$ cat src/rtl/tank_pkg.sv
// ---------------------------------------------------------------------------
// tank_pkg
// Shared types and constants for the tank game projectile logic.
//   dir_t          : tank / bullet facing direction encoding
//   bullet_state_t : projectile engine state
//   KEY_*          : keyboard scancodes used by the player controls
//   SCREEN_*       : visible pixel bounds (inclusive)
//   ext11()        : zero-extend a 10-bit pixel value into 11-bit math
// ---------------------------------------------------------------------------
package tank_pkg;

    typedef enum logic [1:0] {
        DIR_LEFT  = 2'b00,
        DIR_RIGHT = 2'b01,
        DIR_DOWN  = 2'b10,
        DIR_UP    = 2'b11
    } dir_t;

    typedef enum logic [1:0] {
        IDLE     = 2'd0,
        FLYING   = 2'd1,
        COOLDOWN = 2'd2
    } bullet_state_t;

    localparam logic [7:0] KEY_SPACE = 8'd44;
    localparam logic [7:0] KEY_ENTER = 8'd40;
    localparam logic [7:0] KEY_RIGHT = 8'd79;
    localparam logic [7:0] KEY_LEFT  = 8'd80;
    localparam logic [7:0] KEY_DOWN  = 8'd81;
    localparam logic [7:0] KEY_UP    = 8'd82;

    localparam logic [9:0] SCREEN_X_MIN = 10'd1;
    localparam logic [9:0] SCREEN_X_MAX = 10'd639;
    localparam logic [9:0] SCREEN_Y_MIN = 10'd1;
    localparam logic [9:0] SCREEN_Y_MAX = 10'd479;

    function automatic logic [10:0] ext11(input logic [9:0] v);
        return {1'b0, v};
    endfunction

endpackage

$ cat src/rtl/key_edge_detect.sv
// ---------------------------------------------------------------------------
// key_edge_detect
// Turns a level "fire key is down" into a single-frame press strobe, so a
// held key never auto-fires.
//   clk       in  frame clock, rising edge
//   rst       in  asynchronous active-high reset
//   keycode   in  current player keycode
//   fire_edge out high on the first frame the fire key is seen
// ---------------------------------------------------------------------------
module key_edge_detect
    import tank_pkg::*;
#(
    parameter logic [7:0] FIRE_KEY = KEY_SPACE
) (
    input  logic       clk,
    input  logic       rst,
    input  logic [7:0] keycode,
    output logic       fire_edge
);

    logic fire_now;
    logic fire_prev_d;
    logic fire_prev_q;

    assign fire_now = (keycode == FIRE_KEY);

    // Tracked in every engine state, so a key held through COOLDOWN stays
    // "old" and cannot relaunch on its own.
    always_comb begin
        fire_prev_d = fire_now;
    end

    // NOTE: non-blocking in clocked blocks so every flop samples pre-edge values.
    always_ff @(posedge clk or posedge rst) begin
        if (rst) begin
            fire_prev_q <= 1'b0;
        end else begin
            fire_prev_q <= fire_prev_d;
        end
    end

    assign fire_edge = fire_now && !fire_prev_q;

endmodule

$ cat src/rtl/tank_bullet.sv
// ---------------------------------------------------------------------------
// tank_bullet
// Per-player projectile engine: launches one bullet on a fire-key press in
// the tank's facing direction, advances it once per frame, retires it on a
// hit, screen edge or range limit, then waits out a cooldown.
//   frame_clk     in  frame-rate clock (vsync), rising edge
//   Reset         in  asynchronous active-high reset
//   keycode       in  current player keycode
//   tank_x/y/s    in  tank centre and half-size
//   tank_dir      in  tank facing (dir_t encoding)
//   barrier_hit   in  bullet box overlaps a barrier (external, combinational)
//   target_hit    in  bullet box overlaps the opposing tank
//   bullet_x/y    out bullet centre
//   bullet_s      out bullet half-size (constant)
//   bullet_active out bullet in flight, draw it
//   hit_pulse     out one-frame score strobe
// ---------------------------------------------------------------------------
module tank_bullet
    import tank_pkg::*;
#(
    parameter logic [7:0] FIRE_KEY        = KEY_SPACE,
    parameter logic [9:0] BULLET_SIZE     = 10'd2,
    parameter logic [9:0] BULLET_STEP     = 10'd4,
    parameter logic [7:0] MAX_FRAMES      = 8'd120,
    parameter logic [7:0] COOLDOWN_FRAMES = 8'd30,
    parameter logic [9:0] X_MIN           = SCREEN_X_MIN,
    parameter logic [9:0] X_MAX           = SCREEN_X_MAX,
    parameter logic [9:0] Y_MIN           = SCREEN_Y_MIN,
    parameter logic [9:0] Y_MAX           = SCREEN_Y_MAX
) (
    input  logic       frame_clk,
    input  logic       Reset,
    input  logic [7:0] keycode,
    input  logic [9:0] tank_x,
    input  logic [9:0] tank_y,
    input  logic [9:0] tank_s,
    input  logic [1:0] tank_dir,
    input  logic       barrier_hit,
    input  logic       target_hit,
    output logic [9:0] bullet_x,
    output logic [9:0] bullet_y,
    output logic [9:0] bullet_s,
    output logic       bullet_active,
    output logic       hit_pulse
);

    // Legal range for the bullet centre so its whole box stays on screen.
    // Comparing the centre against pre-shrunk limits (instead of adding the
    // size to the centre) keeps every comparison free of wrap-around.
    localparam logic [10:0] CX_LO = ext11(X_MIN) + ext11(BULLET_SIZE);
    localparam logic [10:0] CX_HI = ext11(X_MAX) - ext11(BULLET_SIZE);
    localparam logic [10:0] CY_LO = ext11(Y_MIN) + ext11(BULLET_SIZE);
    localparam logic [10:0] CY_HI = ext11(Y_MAX) - ext11(BULLET_SIZE);

    // Limits one step further in, used to decide whether the next move fits.
    localparam logic [10:0] STEP_X_LO = CX_LO + ext11(BULLET_STEP);
    localparam logic [10:0] STEP_X_HI = CX_HI - ext11(BULLET_STEP);
    localparam logic [10:0] STEP_Y_LO = CY_LO + ext11(BULLET_STEP);
    localparam logic [10:0] STEP_Y_HI = CY_HI - ext11(BULLET_STEP);

    bullet_state_t state_q, state_d;
    dir_t          dir_q, dir_d;
    logic [9:0]    bullet_x_q, bullet_x_d;
    logic [9:0]    bullet_y_q, bullet_y_d;
    logic [7:0]    range_q, range_d;
    logic [7:0]    cool_q, cool_d;
    logic          active_q, active_d;
    logic          hit_q, hit_d;

    logic          fire_edge;
    logic [10:0]   spawn_off;
    logic [10:0]   spawn_x;
    logic [10:0]   spawn_y;
    logic          spawn_ok;
    logic          step_blocked;
    logic [10:0]   cur_x;
    logic [10:0]   cur_y;

    key_edge_detect #(
        .FIRE_KEY (FIRE_KEY)
    ) u_key_edge (
        .clk       (frame_clk),
        .rst       (Reset),
        .keycode   (keycode),
        .fire_edge (fire_edge)
    );

    // Spawn point just outside the tank's leading face. A left/up launch
    // from too close to the edge wraps to a huge 11-bit value and a right/
    // down launch with an oversized tank wraps to a tiny one; both land
    // outside [LO, HI] and are rejected.
    always_comb begin
        spawn_off = ext11(tank_s) + ext11(BULLET_SIZE);
        spawn_x   = ext11(tank_x);
        spawn_y   = ext11(tank_y);
        unique case (dir_t'(tank_dir))
            DIR_LEFT:  spawn_x = ext11(tank_x) - spawn_off;
            DIR_RIGHT: spawn_x = ext11(tank_x) + spawn_off;
            DIR_DOWN:  spawn_y = ext11(tank_y) + spawn_off;
            DIR_UP:    spawn_y = ext11(tank_y) - spawn_off;
        endcase
        spawn_ok = (spawn_x >= CX_LO) && (spawn_x <= CX_HI) &&
                   (spawn_y >= CY_LO) && (spawn_y <= CY_HI);
    end

    // Would one more step along the latched direction push the box off screen?
    always_comb begin
        cur_x = ext11(bullet_x_q);
        cur_y = ext11(bullet_y_q);
        unique case (dir_q)
            DIR_LEFT:  step_blocked = (cur_x < STEP_X_LO);
            DIR_RIGHT: step_blocked = (cur_x > STEP_X_HI);
            DIR_DOWN:  step_blocked = (cur_y > STEP_Y_HI);
            DIR_UP:    step_blocked = (cur_y < STEP_Y_LO);
        endcase
    end

    always_comb begin
        // NOTE: every output gets a default first so no path infers a latch.
        state_d    = state_q;
        dir_d      = dir_q;
        bullet_x_d = bullet_x_q;
        bullet_y_d = bullet_y_q;
        range_d    = range_q;
        cool_d     = cool_q;
        active_d   = active_q;
        hit_d      = 1'b0;

        unique case (state_q)
            IDLE: begin
                if (fire_edge && spawn_ok) begin
                    state_d    = FLYING;
                    bullet_x_d = spawn_x[9:0];
                    bullet_y_d = spawn_y[9:0];
                    dir_d      = dir_t'(tank_dir);
                    range_d    = 8'd0;
                    active_d   = 1'b1;
                end
            end

            FLYING: begin
                if (target_hit || barrier_hit || step_blocked ||
                    (range_q == MAX_FRAMES - 8'd1)) begin
                    // Position is left as-is on retirement.
                    state_d  = COOLDOWN;
                    active_d = 1'b0;
                    cool_d   = 8'd0;
                    hit_d    = target_hit;
                end else begin
                    range_d = range_q + 8'd1;
                    unique case (dir_q)
                        DIR_LEFT:  bullet_x_d = bullet_x_q - BULLET_STEP;
                        DIR_RIGHT: bullet_x_d = bullet_x_q + BULLET_STEP;
                        DIR_DOWN:  bullet_y_d = bullet_y_q + BULLET_STEP;
                        DIR_UP:    bullet_y_d = bullet_y_q - BULLET_STEP;
                    endcase
                end
            end

            COOLDOWN: begin
                if (cool_q == COOLDOWN_FRAMES - 8'd1) begin
                    state_d = IDLE;
                end else begin
                    cool_d = cool_q + 8'd1;
                end
            end

            default: begin
                state_d  = IDLE;
                active_d = 1'b0;
            end
        endcase
    end

    always_ff @(posedge frame_clk or posedge Reset) begin
        if (Reset) begin
            state_q    <= IDLE;
            dir_q      <= DIR_LEFT;
            bullet_x_q <= 10'd0;
            bullet_y_q <= 10'd0;
            range_q    <= 8'd0;
            cool_q     <= 8'd0;
            active_q   <= 1'b0;
            hit_q      <= 1'b0;
        end else begin
            state_q    <= state_d;
            dir_q      <= dir_d;
            bullet_x_q <= bullet_x_d;
            bullet_y_q <= bullet_y_d;
            range_q    <= range_d;
            cool_q     <= cool_d;
            active_q   <= active_d;
            hit_q      <= hit_d;
        end
    end

    assign bullet_x      = bullet_x_q;
    assign bullet_y      = bullet_y_q;
    assign bullet_s      = BULLET_SIZE;
    assign bullet_active = active_q;
    assign hit_pulse     = hit_q;

endmodule
$ cat config.mk
export PLATFORM = sky130hd
export DESIGN_NAME = tank_bullet
export DESIGN_NICKNAME = d
export VERILOG_FILES = /design/src/rtl/tank_pkg.sv /design/src/rtl/key_edge_detect.sv /design/src/rtl/tank_bullet.sv
export SDC_FILE = /design/constraint.sdc
export NUM_CORES = 1
export LEC_CHECK = 0
export CORE_UTILIZATION = 57
export CTS_BUF_LIST = sky130_fd_sc_hd__clkbuf_4
export DETAILED_ROUTE_END_ITERATION = 10
export GPL_TIMING_DRIVEN = 0
export HOLD_SLACK_MARGIN = 0.08
export PLACE_DENSITY_LB_ADDON = 0.12
export SYNTH_ARGS = -nofsm -noshare
export SYNTH_HDL_FRONTEND = slang
export SYNTH_SLANG_ARGS = --single-unit
$ cat constraint.sdc
create_clock -name frame_clk -period 3.45 [get_ports frame_clk]
set_input_delay 1.035 -clock frame_clk [delete_from_list [all_inputs] [get_ports frame_clk]]
set_output_delay 1.035 -clock frame_clk [all_outputs]
set_load 0.01 [all_outputs]
==> qor.csv, run 1 <==
metric,value,unit
final wirelength,21490,µm
htree depth,2,
Clock transition at path regs,0.16,ns
first-pass GRT wire length,26400,µm
CTS tree,yes,
FP Rows,32,
Leak,3.097,nW
crit path DAT,5.63,ns
# DRC,0,
Routed WL per cell,25.62,µm
Clock Tree Root,clkbuf_4,
power consumption,0.002329,W
I/O Buffers,62,
Gate Count Post-Synth,579,
peak supply drop,0.1912,mV
Sequential Power Share,25.9,%
n_diodes,0,
Sw Pwr,0.0009998,W
synthesized area per cell,8.205,µm²
cts bufs inserted,5,
nets,821,
FF-to-FF End,bullet_y[9]$_DFFE_PP0P_,
CTS Hold Buffers Added,0,
internal power,0.001330,W
worst min path class,flop to flop,
DR vias,6123,
leading area contributor after synthesis,dfrtp_1,
I/O Pins,76,
Final min period,5.373,ns
combinational power share,58.9,%
die height,93.30,µm
failing checks,setup timing,
Detailed Route Iter0 Violations,868,
synth cell count leaders,"nor2_1, nand2_1, dfrtp_1, a21oi_1, ha_1",
largest net degree at the start of global routing,44,
Final GP Congestion,0.9038,
largest cells by area after synthesis,"dfrtp_1, ha_1, xnor2_1, xor2_1, nor2_1",
slew margin rel.,36.96,%
share of cells above drive strength 1,31.89,%
Die Area,8704,µm²
Final HPWL DP,9718,µm
Critical Path RT,3.71,ns
Die X,93.30,µm
Pins Over Slew Limit,0,
#FFs+latches synth,43,
met3 WL post-DR,2820,µm
CP endpoint kind,flop,
asr flop ratio synth,100.0,%
Area Growth Syn to Fin,49.46,%
Post-DRT Antenna Nets,0,
worst slew pin tran,0.9442,ns
RR Startpoint,dir_q[1]$_DFFE_PP0P_,
initial core utilization,60.23,%
clock share of power,15.2,%
min-delay src,cool_q[4]$_DFFE_PP0P_,
number of synthesized flops with an enable pin,0,
Final Cycle Share,155.7,%
Unique masters post-synth,69,
hold path endpoint,cool_q[4]$_DFFE_PP0P_,
reg2reg path depth,13,
Placed Area,5654,µm²
vias in the first global route,5505,
final instance area,7101,µm²
Reg2Reg Setup Slack,-0.15,ns
smallest setup slack after layout,-1.923,ns
total track usage,38.73,%
via/cell ratio,7.298,
most frequent cell after synthesis,nor2_1,
Worst setup SP type,primary input,
fmax,186.1,MHz
grt ovf,0,
Worst Hold Path Cells,2,
Yosys top cell area share,22.65,%
Post-Route M1 WL,7003,µm
CTS Buffer Depth,2,
setup violators final,32,
synthesized cell area,4751,µm²
critical path class,primary input to flop,
initial antenna violation count,0,
DR WL met2,9492,µm
worst-path maximum fanout,5,
core region area,7888,µm²
Switching Fraction,42.92,%
max-cap violations,0,
Synth Flop Type,dfrtp_1,
status,"complete, but fails checks",
share of the yosys chip area belonging to registers,22.65,%
final count of hold timing violations,0,
YS warnings,0,
Sink Count,43,
Setup Skew,0.02558,ns
Power Density,328.0,nW/µm²
Pre-antenna DRT Iters,6,
top layer in use,met4,
Layout fillers,324,
RSZ-0062 raised after global routing,yes,
Clock Latency Late Sink,0.38,ns
==> final cells by class <==
class | count | area (µm²) | area share (%)
sequential | 43 | 1076 | 15.15
buffer | 28 | 244.0 | 3.436
timing repair buffer | 144 | 1328 | 18.70
clock buffer | 5 | 37.54 | 0.5286
inverter | 28 | 110.1 | 1.551
tap | 102 | 127.6 | 1.797
clock inverter | 3 | 43.79 | 0.6167
multi-input combinational | 486 | 4134 | 58.22
==> stage by stage <==
| stage | setup TNS, ns | util (%) | hold WS, ns | setup slack [ns] | cells |
|---|---|---|---|---|---|
| floorplan | -36.71 | - | 0.4978 | -1.426 | 587 |
| global placement | -73.71 | 71.68 | 0.5073 | -2.575 | 751 |
| detailed placement | -75.73 | 71.68 | 0.5114 | -2.623 | 751 |
| CTS | -28.65 | 84.39 | 0.5738 | -1.030 | 823 |
| global route | -55.79 | 90.02 | 0.5996 | -1.906 | 839 |
| finish | -56.19 | 90.02 | 0.5927 | -1.923 | 839 |
==> worst max path at each step <==
stage | to | cells after the start | from | slack, ns
floorplan | bullet_y[4]$_DFFE_PP0P_ | 17 | tank_s[2] | -1.43
global placement | bullet_y[8]$_DFFE_PP0P_ | 19 | tank_s[0] | -2.58
detailed placement | bullet_y[7]$_DFFE_PP0P_ | 20 | tank_s[0] | -2.62
CTS | bullet_x[8]$_DFFE_PP0P_ | 19 | tank_s[2] | -1.03
global route | bullet_x[9]$_DFFE_PP0P_ | 21 | tank_s[1] | -1.91
finish | bullet_x[3]$_DFFE_PP0P_ | 20 | tank_s[1] | -1.92
==> cells by family after synthesis <==
| group | count (synthesis) | synth area share (%) |
|---|---|---|
| xor gates and xnor gates | 58 | 10.69 |
| DFF | 43 | 22.65 |
| muxes | 31 | 7.374 |
| and+or+nand+nor | 208 | 22.36 |
| AOI/OAI and AO/OA | 137 | 19.36 |
| buffers and inverters | 59 | 5.979 |
| other | 2 | 0.1581 |
| adders and majority gates | 41 | 11.43 |
==> worst max-delay path, stage by stage <==
cell and delay, ns:
buf_12 0.11, ha_4 0.17, buf_4 0.16, xnor2_1 0.20
nand4_1 0.19, a211oi_4 0.36, nor2_1 0.22, xnor2_1 0.22
ha_1 0.42, o21ai_0 0.32, a221oi_1 0.49, o21ai_1 0.19
a31oi_2 0.26, or3_4 0.19, nand4_4 0.11, nor4_4 0.25
buf_4 0.20, nor2_4 0.05, buf_4 0.17, mux2_4 0.30
==> layer usage <==
| metal | global-route usage [%] | vias up |
|---|---|---|
| met5 | 0 | - |
| met4 | 22.05 | 0 |
| met3 | 7.886 | 255 |
| met2 | 65.13 | 697 |
| met1 | 45.88 | 2785 |
| li1 | - | 2386 |
==> power groups by stage <==
| stage | registers [W] | clock network (W) | logic, W |
|---|---|---|---|
| finish | 0.000603 | 0.000355 | 0.00137 |
| floorplan | 0.000595 | 0 | 0.000609 |
| global route | 0.000606 | 0.000360 | 0.00142 |
| detailed placement | 0.000605 | 0 | 0.000818 |
| CTS | 0.000596 | 0.000337 | 0.00107 |
| global placement | 0.000601 | 0 | 0.000787 |
==> placed cells by master, fill, tap and decap left out, types with 11 or more instances in the layout <==
| master | instances |
|---|---|
| buf_4 | 77 |
| clkdlybuf4s50_1 | 55 |
| nor2_1 | 51 |
| nand2_1 | 44 |
| dfrtp_1 | 43 |
| a21oi_1 | 28 |
| ha_1 | 27 |
| xnor2_1 | 26 |
| inv_1 | 24 |
| xor2_1 | 23 |
| o21ai_0 | 17 |
| buf_6 | 16 |
| nand3_1 | 16 |
| mux2_4 | 15 |
| nand4_1 | 13 |
| mux2i_1 | 11 |
| nor3_1 | 11 |
==> state kept, by name, indices dropped and copies added, names as in the netlist <==
register                cells
bullet_y                   10
cool_q                      8
bullet_x                   10
dir_q                       2
state_q                     2
bullet_active               1
hit_pulse                   1
u_key_edge.fire_prev_q      1
range_q                     8
==> repair_timing <==
action	in CTS	in global routing
endpoints found under the setup margin	32	32
resized for setup	123	61
setup buffers	63	18
pin swaps	48	44
cloned	3	0
Note: power is estimated with default switching activity, not from simulation.
==> inputs of run 2 (changes only) <==
--- a/config.mk
+++ b/config.mk
@@ -11,6 +11,7 @@
 export GPL_TIMING_DRIVEN = 0
 export HOLD_SLACK_MARGIN = 0.08
 export PLACE_DENSITY_LB_ADDON = 0.12
+export SETUP_SLACK_MARGIN = 0.2
 export SYNTH_ARGS = -nofsm -noshare
 export SYNTH_HDL_FRONTEND = slang
 export SYNTH_SLANG_ARGS = --single-unit
==> run 2 against run 1 <==
Effect of this change:
- the run still ends with setup timing left
- sequential cell count unchanged
- register-to-register slack better by 0.15 ns
- first-iteration DRC count up 25%
- global-route usage up 1.9 points
- clock power about the same
- clock skew down 0.013 ns
- final cell count up 1.3%
- sequential power up 1%
- critical path depth up 2
- wire length up 11%
- critical endpoint is now bullet_x[6]$_DFFE_PP0P_
==> qor.csv, run 2 (synthesis results as in run 1) <==
metric,value,unit
Finished Layout Cells,850,
total track usage,40.59,%
Sink Count,43,
Leak,3.177,nW
fmax,200.4,MHz
# DRC,0,
CP endpoint kind,flop,
worst-path maximum fanout,9,
Clock Latency Late Sink,0.38,ns
status,"complete, but fails checks",
Clock transition at path regs,0.15,ns
max-cap violations,0,
Final HPWL DP,9718,µm
Die Area,8704,µm²
DR vias,6400,
grt ovf,0,
I/O Buffers,62,
final wirelength,23920,µm
initial antenna violation count,1,
failing checks,setup timing,
final core utilization,92.07,%
Final Cycle Share,144.6,%
CTS tree,yes,
worst slew pin tran,0.9631,ns
Critical Path RT,3.73,ns
Die X,93.30,µm
n_diodes,0,
Worst setup SP type,primary input,
Setup Skew,0.01263,ns
critical path class,primary input to flop,
Final min period,4.989,ns
share of cells above drive strength 1,33.16,%
I/O Pins,76,
cts bufs inserted,5,
Crit path largest cell delay,0.39,ns
Area Growth Syn to Fin,52.86,%
smallest setup slack after layout,-1.539,ns
worst min path class,flop to flop,
Placed Area,5654,µm²
die height,93.30,µm
nets,832,
Final GP Congestion,0.9038,
via/cell ratio,7.529,
"most common cell after layout, fill and taps aside",buf_4,
slew margin rel.,35.70,%
Detailed Route Iter0 Violations,1087,
vias in the first global route,5530,
htree depth,2,
crit path DAT,5.27,ns
FP Rows,32,
core region area,7888,µm²
final count of hold timing violations,0,
"commonest cells after routing, fill and taps aside","buf_4, clkdlybuf4s50_1, nor2_1",
peak supply drop,0.2263,mV
Post-DRT Antenna Nets,0,
Placed Cells incl. Taps,751,
"Slowest-stage cell, CP",ha_1,
first-pass GRT wire length,27520,µm
setup violators final,32,
CTS Buffer Depth,2,
largest net degree at the start of global routing,44,
RSZ-0062 raised after global routing,yes,
Pins Over Slew Limit,0,
Reg2Reg Setup Slack,0,ns
Pre-antenna DRT Iters,8,
initial core utilization,60.23,%
Clock Tree Root,clkbuf_4,
Layout fillers,273,
worst-path cell chain,"buf_12, ha_4, buf_6, and3_4, nand3_2, xor2_2, buf_4, nand3_1, nand2_1, xor2_1, ha_1, nor3b_1, a221oi_1, o21ai_1, a31oi_2, or3_4, nand4_4, nor4_4, buf_4, nor2_4, buf_12, mux2_4",
Routed WL per cell,28.14,µm
Power Density,329.9,nW/µm²
final instance area,7262,µm²
## run 2: final cells by class
class	instances	area [µm²]	area share, %
inverters	28	110.1	1.516
plain buffers	31	290.3	3.997
multi-input cells	486	4154	57.20
repair buffers	152	1423	19.59
clock inverters	3	43.79	0.6030
flip-flops and latches	43	1076	14.82
well taps	102	127.6	1.757
clock buffers	5	37.54	0.5169
## run 2: path summary, 6_finish.rpt
kind / from / to / cells after the start
min in group asynchronous: Reset / bullet_y[1]$_DFFE_PP0P_ / 2
worst min register to register: cool_q[4]$_DFFE_PP0P_ / cool_q[4]$_DFFE_PP0P_ / 2
max in group asynchronous: Reset / range_q[5]$_DFFE_PP0P_ / 2
worst max register to register: dir_q[1]$_DFFE_PP0P_ / bullet_y[9]$_DFFE_PP0P_ / 13
worst max-delay path: tank_s[1] / bullet_x[6]$_DFFE_PP0P_ / 22
worst min-delay path: cool_q[4]$_DFFE_PP0P_ / cool_q[4]$_DFFE_PP0P_ / 2
## run 2: stage by stage
stage          hold slack (ns)  setup WS (ns)  power [W]  TNS, ns
3_3_place_gp            0.5073         -2.575   0.001388   -73.71
4_1_cts                 0.5738         -1.030   0.002000   -28.74
6_report                0.5971         -1.539   0.002396   -45.77
5_1_grt                 0.5952         -1.579   0.002451   -46.90
3_5_place_dp            0.5114         -2.623   0.001423   -75.73
2_1_floorplan           0.4978         -1.426   0.001204   -36.71
## run 2: timing repair
action,in CTS,in global routing
resized for setup,128,66
endpoints found under the setup margin,32,32
gates cloned,3,0
pin swaps,50,38
setup buffers,63,25
hold buffers,0,0
## run 2: critical path: cells and delay by family
family                   cells  cell delay, ns
AO/OA/AOI/OAI                3            0.74
AND/OR/NAND/NOR              9            1.38
buffers and inverters        5            0.77
multiplexers                 1            0.29
XOR/XNOR                     2            0.53
adder cells (fa/ha/maj)      2            0.52
## run 2: power breakdown
| part | internal [W] | switching (W) | total (W) | leakage [nW] |
|---|---|---|---|---|
| Clock | 0.000153 | 0.000204 | 0.000357 | 0.0452 |
| Combinational | 0.000643 | 0.000787 | 0.00143 | 2.56 |
| Sequential | 0.000550 | 0.0000584 | 0.000609 | 0.573 |
## run 2: metal layers
| layer | vias up | GRT usage, % | wire, µm |
|---|---|---|---|
| li1 | 2408 | - | - |
| met1 | 2894 | 48.87 | 7403 |
| met2 | 768 | 67.28 | 10050 |
| met3 | 328 | 8.780 | 3466 |
| met4 | 2 | 22.44 | 2944 |
| met5 | - | 0 | 50 |
==> inputs of run 3 (changes only) <==
--- a/config.mk
+++ b/config.mk
@@ -5,13 +5,13 @@
 export SDC_FILE = /design/constraint.sdc
 export NUM_CORES = 1
 export LEC_CHECK = 0
-export CORE_UTILIZATION = 57
+export CORE_UTILIZATION = 50
 export CTS_BUF_LIST = sky130_fd_sc_hd__clkbuf_4
 export DETAILED_ROUTE_END_ITERATION = 10
 export GPL_TIMING_DRIVEN = 0
 export HOLD_SLACK_MARGIN = 0.08
 export PLACE_DENSITY_LB_ADDON = 0.12
-export SETUP_SLACK_MARGIN = 0.2
+export SETUP_SLACK_MARGIN = 0.3
 export SYNTH_ARGS = -nofsm -noshare
 export SYNTH_HDL_FRONTEND = slang
 export SYNTH_SLANG_ARGS = --single-unit
==> run 3 against run 2 <==
Effect of this change:
- the flow still finishes with violations (setup timing)
- core utilization is 18 points lower
- worst hold slack worse by 0.052 ns
- clock skew is 0.0038 ns higher
- register-to-register slack better by 0.43 ns
- critical path type unchanged
- sequential share of layout area is 0.99 points higher
- global-route usage is 11 points lower
- via count is 20% lower
- clock-buffer cell count stayed put
- sequential power is 2% lower
- critical path depth is 2 lower
- largest power group unchanged
- power is 17% lower
- maximum frequency is 4.0% higher
==> qor.csv, run 3 (synthesis results as in run 1) <==
metric,value,unit
smallest setup slack after layout,-1.345,ns
worst min path class,flop to flop,
Leak,2.983,nW
Clock Tree Root,clkbuf_4,
Worst setup SP type,primary input,
slew margin rel.,48.77,%
Setup Skew,0.01644,ns
Routed WL per cell,17.73,µm
min-delay src,bullet_active$_DFFE_PP0P_,
"most common cell after layout, fill and taps aside",buf_4,
die height,99.48,µm
FF-to-FF End,bullet_x[9]$_DFFE_PP0P_,
via/cell ratio,5.977,
nets,807,
Post-DRT Antenna Nets,0,
grt ovf,0,
initial core utilization,51.42,%
Final GP Congestion,0.8875,
vias in the first global route,4995,
final count of hold timing violations,0,
worst-path maximum fanout,7,
worst hold-check slack,0.5448,ns
Clock transition at path regs,0.16,ns
Area Growth Syn to Fin,43.27,%
"commonest cells after routing, fill and taps aside","buf_4, clkdlybuf4s50_1, nor2_1",
Critical Path RT,3.72,ns
I/O Pins,76,
worst slew pin tran,0.7656,ns
DR vias,5092,
max-cap violations,0,
CTS Buffer Depth,2,
Final Cycle Share,139.0,%
critical path class,primary input to flop,
first-pass GRT wire length,23580,µm
failing checks,setup timing,
total track usage,29.98,%
crit path DAT,5.07,ns
Detailed Route Iter0 Violations,357,
I/O Buffers,62,
peak supply drop,0.1899,mV
core region area,9240,µm²
Die X,99.48,µm
CP endpoint kind,flop,
setup violators final,32,
Sink Count,43,
fmax,208.5,MHz
Pins Over Slew Limit,0,
CTS tree,yes,
Reg2Reg Setup Slack,0.43,ns
largest net degree at the start of global routing,39,
share of cells above drive strength 1,28.35,%
status,"complete, but fails checks",
Final HPWL DP,9942,µm
n_diodes,0,
RR Startpoint,dir_q[1]$_DFFE_PP0P_,
# DRC,0,
initial antenna violation count,0,
Pre-antenna DRT Iters,5,
final wirelength,15110,µm
power consumption,0.001989,W
Die Area,9895,µm²
htree depth,2,
cts bufs inserted,5,
hold path endpoint,bullet_active$_DFFE_PP0P_,
FP Rows,35,
Power Density,292.2,nW/µm²
reg2reg path depth,12,
RSZ-0062 raised after global routing,yes,
Clock Latency Late Sink,0.38,ns
Final min period,4.795,ns
Worst Hold Path Cells,2,
==> run 3: cell types whose count changed in the layout (fill, tap and decap cells not counted), moves of 3 or more <==
cell	before	now
ha_4	8	5
nor2_1	49	54
buf_4	85	70
buf_6	15	9
buf_8	8	5
mux2_2	2	6
xor2_1	21	24
a21oi_1	28	32
ha_2	3	6
mux2_4	15	11
nor2_4	5	1
==> run 3: area by class of cell <==
| cell class | instances | area (µm²) |
|---|---|---|
| clock inverters | 3 | 23.77 |
| multi-input cells | 485 | 3931 |
| clock buffers | 5 | 37.54 |
| repair buffers | 128 | 1196 |
| inverters | 28 | 107.6 |
| well taps | 129 | 161.4 |
| flip-flops and latches | 43 | 1076 |
| plain buffers | 31 | 272.8 |
| fillers | 668 | 2434 |
==> run 3: critical path: stages <==
cell and delay, ns:
buf_2 0.12, buf_6 0.13, buf_4 0.14, xnor2_2 0.14, a31oi_1 0.30, or2_4 0.22, nand2_2 0.06, xor2_1 0.14
ha_1 0.38, a2111o_1 0.44, o21ai_4 0.22, xnor2_2 0.09, o32a_1 0.33, o21ai_2 0.19, nand4_4 0.14, nor4_4 0.28
buf_4 0.20, nor2_4 0.05, buf_12 0.16, mux2_4 0.29
==> run 3: worst max path at each step <==
stage                          from                 endpoint  slack [ns]  depth (start not counted)
after CTS                 tank_s[1]  bullet_x[4]$_DFFE_PP0P_       -1.05                         19
after global placement    tank_s[0]  bullet_y[6]$_DFFE_PP0P_       -2.65                         20
after detailed placement  tank_s[0]  bullet_y[6]$_DFFE_PP0P_       -2.70                         20
final                     tank_s[5]  bullet_x[4]$_DFFE_PP0P_       -1.35                         20
after floorplan           tank_s[2]  bullet_y[4]$_DFFE_PP0P_       -1.43                         17
after global routing      tank_s[1]  bullet_x[4]$_DFFE_PP0P_       -1.47                         20
==> run 3: per-stage QoR <==
step / area [µm²] / TNS [ns] / std cells / setup slack [ns] / util (%)
floorplan: 4906 / -36.71 / 587 / -1.426 / -
global route: 6807 / -43.59 / 852 / -1.470 / 73.66
detailed placement: 5708 / -77.64 / 779 / -2.698 / 61.77
finish: 6807 / -39.51 / 852 / -1.345 / 73.66
CTS: 6563 / -30.14 / 842 / -1.054 / 71.02
global placement: 5688 / -76.34 / 778 / -2.653 / 61.56
==> run 3: routing by layer <==
layer  GRT usage [%]  part of all wire (%)
met5               0                     0
met3           2.600                   7.1
met1           38.81                    41
met4           11.31                   3.2
met2           52.08                    49
==> run 3: report_power, final <==
group | internal (W) | total [W] | switching [W]
combinational | 0.000532 | 0.00112 | 0.000584
sequential | 0.000550 | 0.000594 | 0.0000441
clock | 0.0000818 | 0.000278 | 0.000196
==> run 3: repair_timing <==
action / CTS / global route
gates resized for setup: 103 / 35
setup endpoints to repair: 32 / 32
hold buffers: 0 / 0
gates cloned: 1 / 0
buffers inserted: 54 / 10
pin swaps: 42 / 35
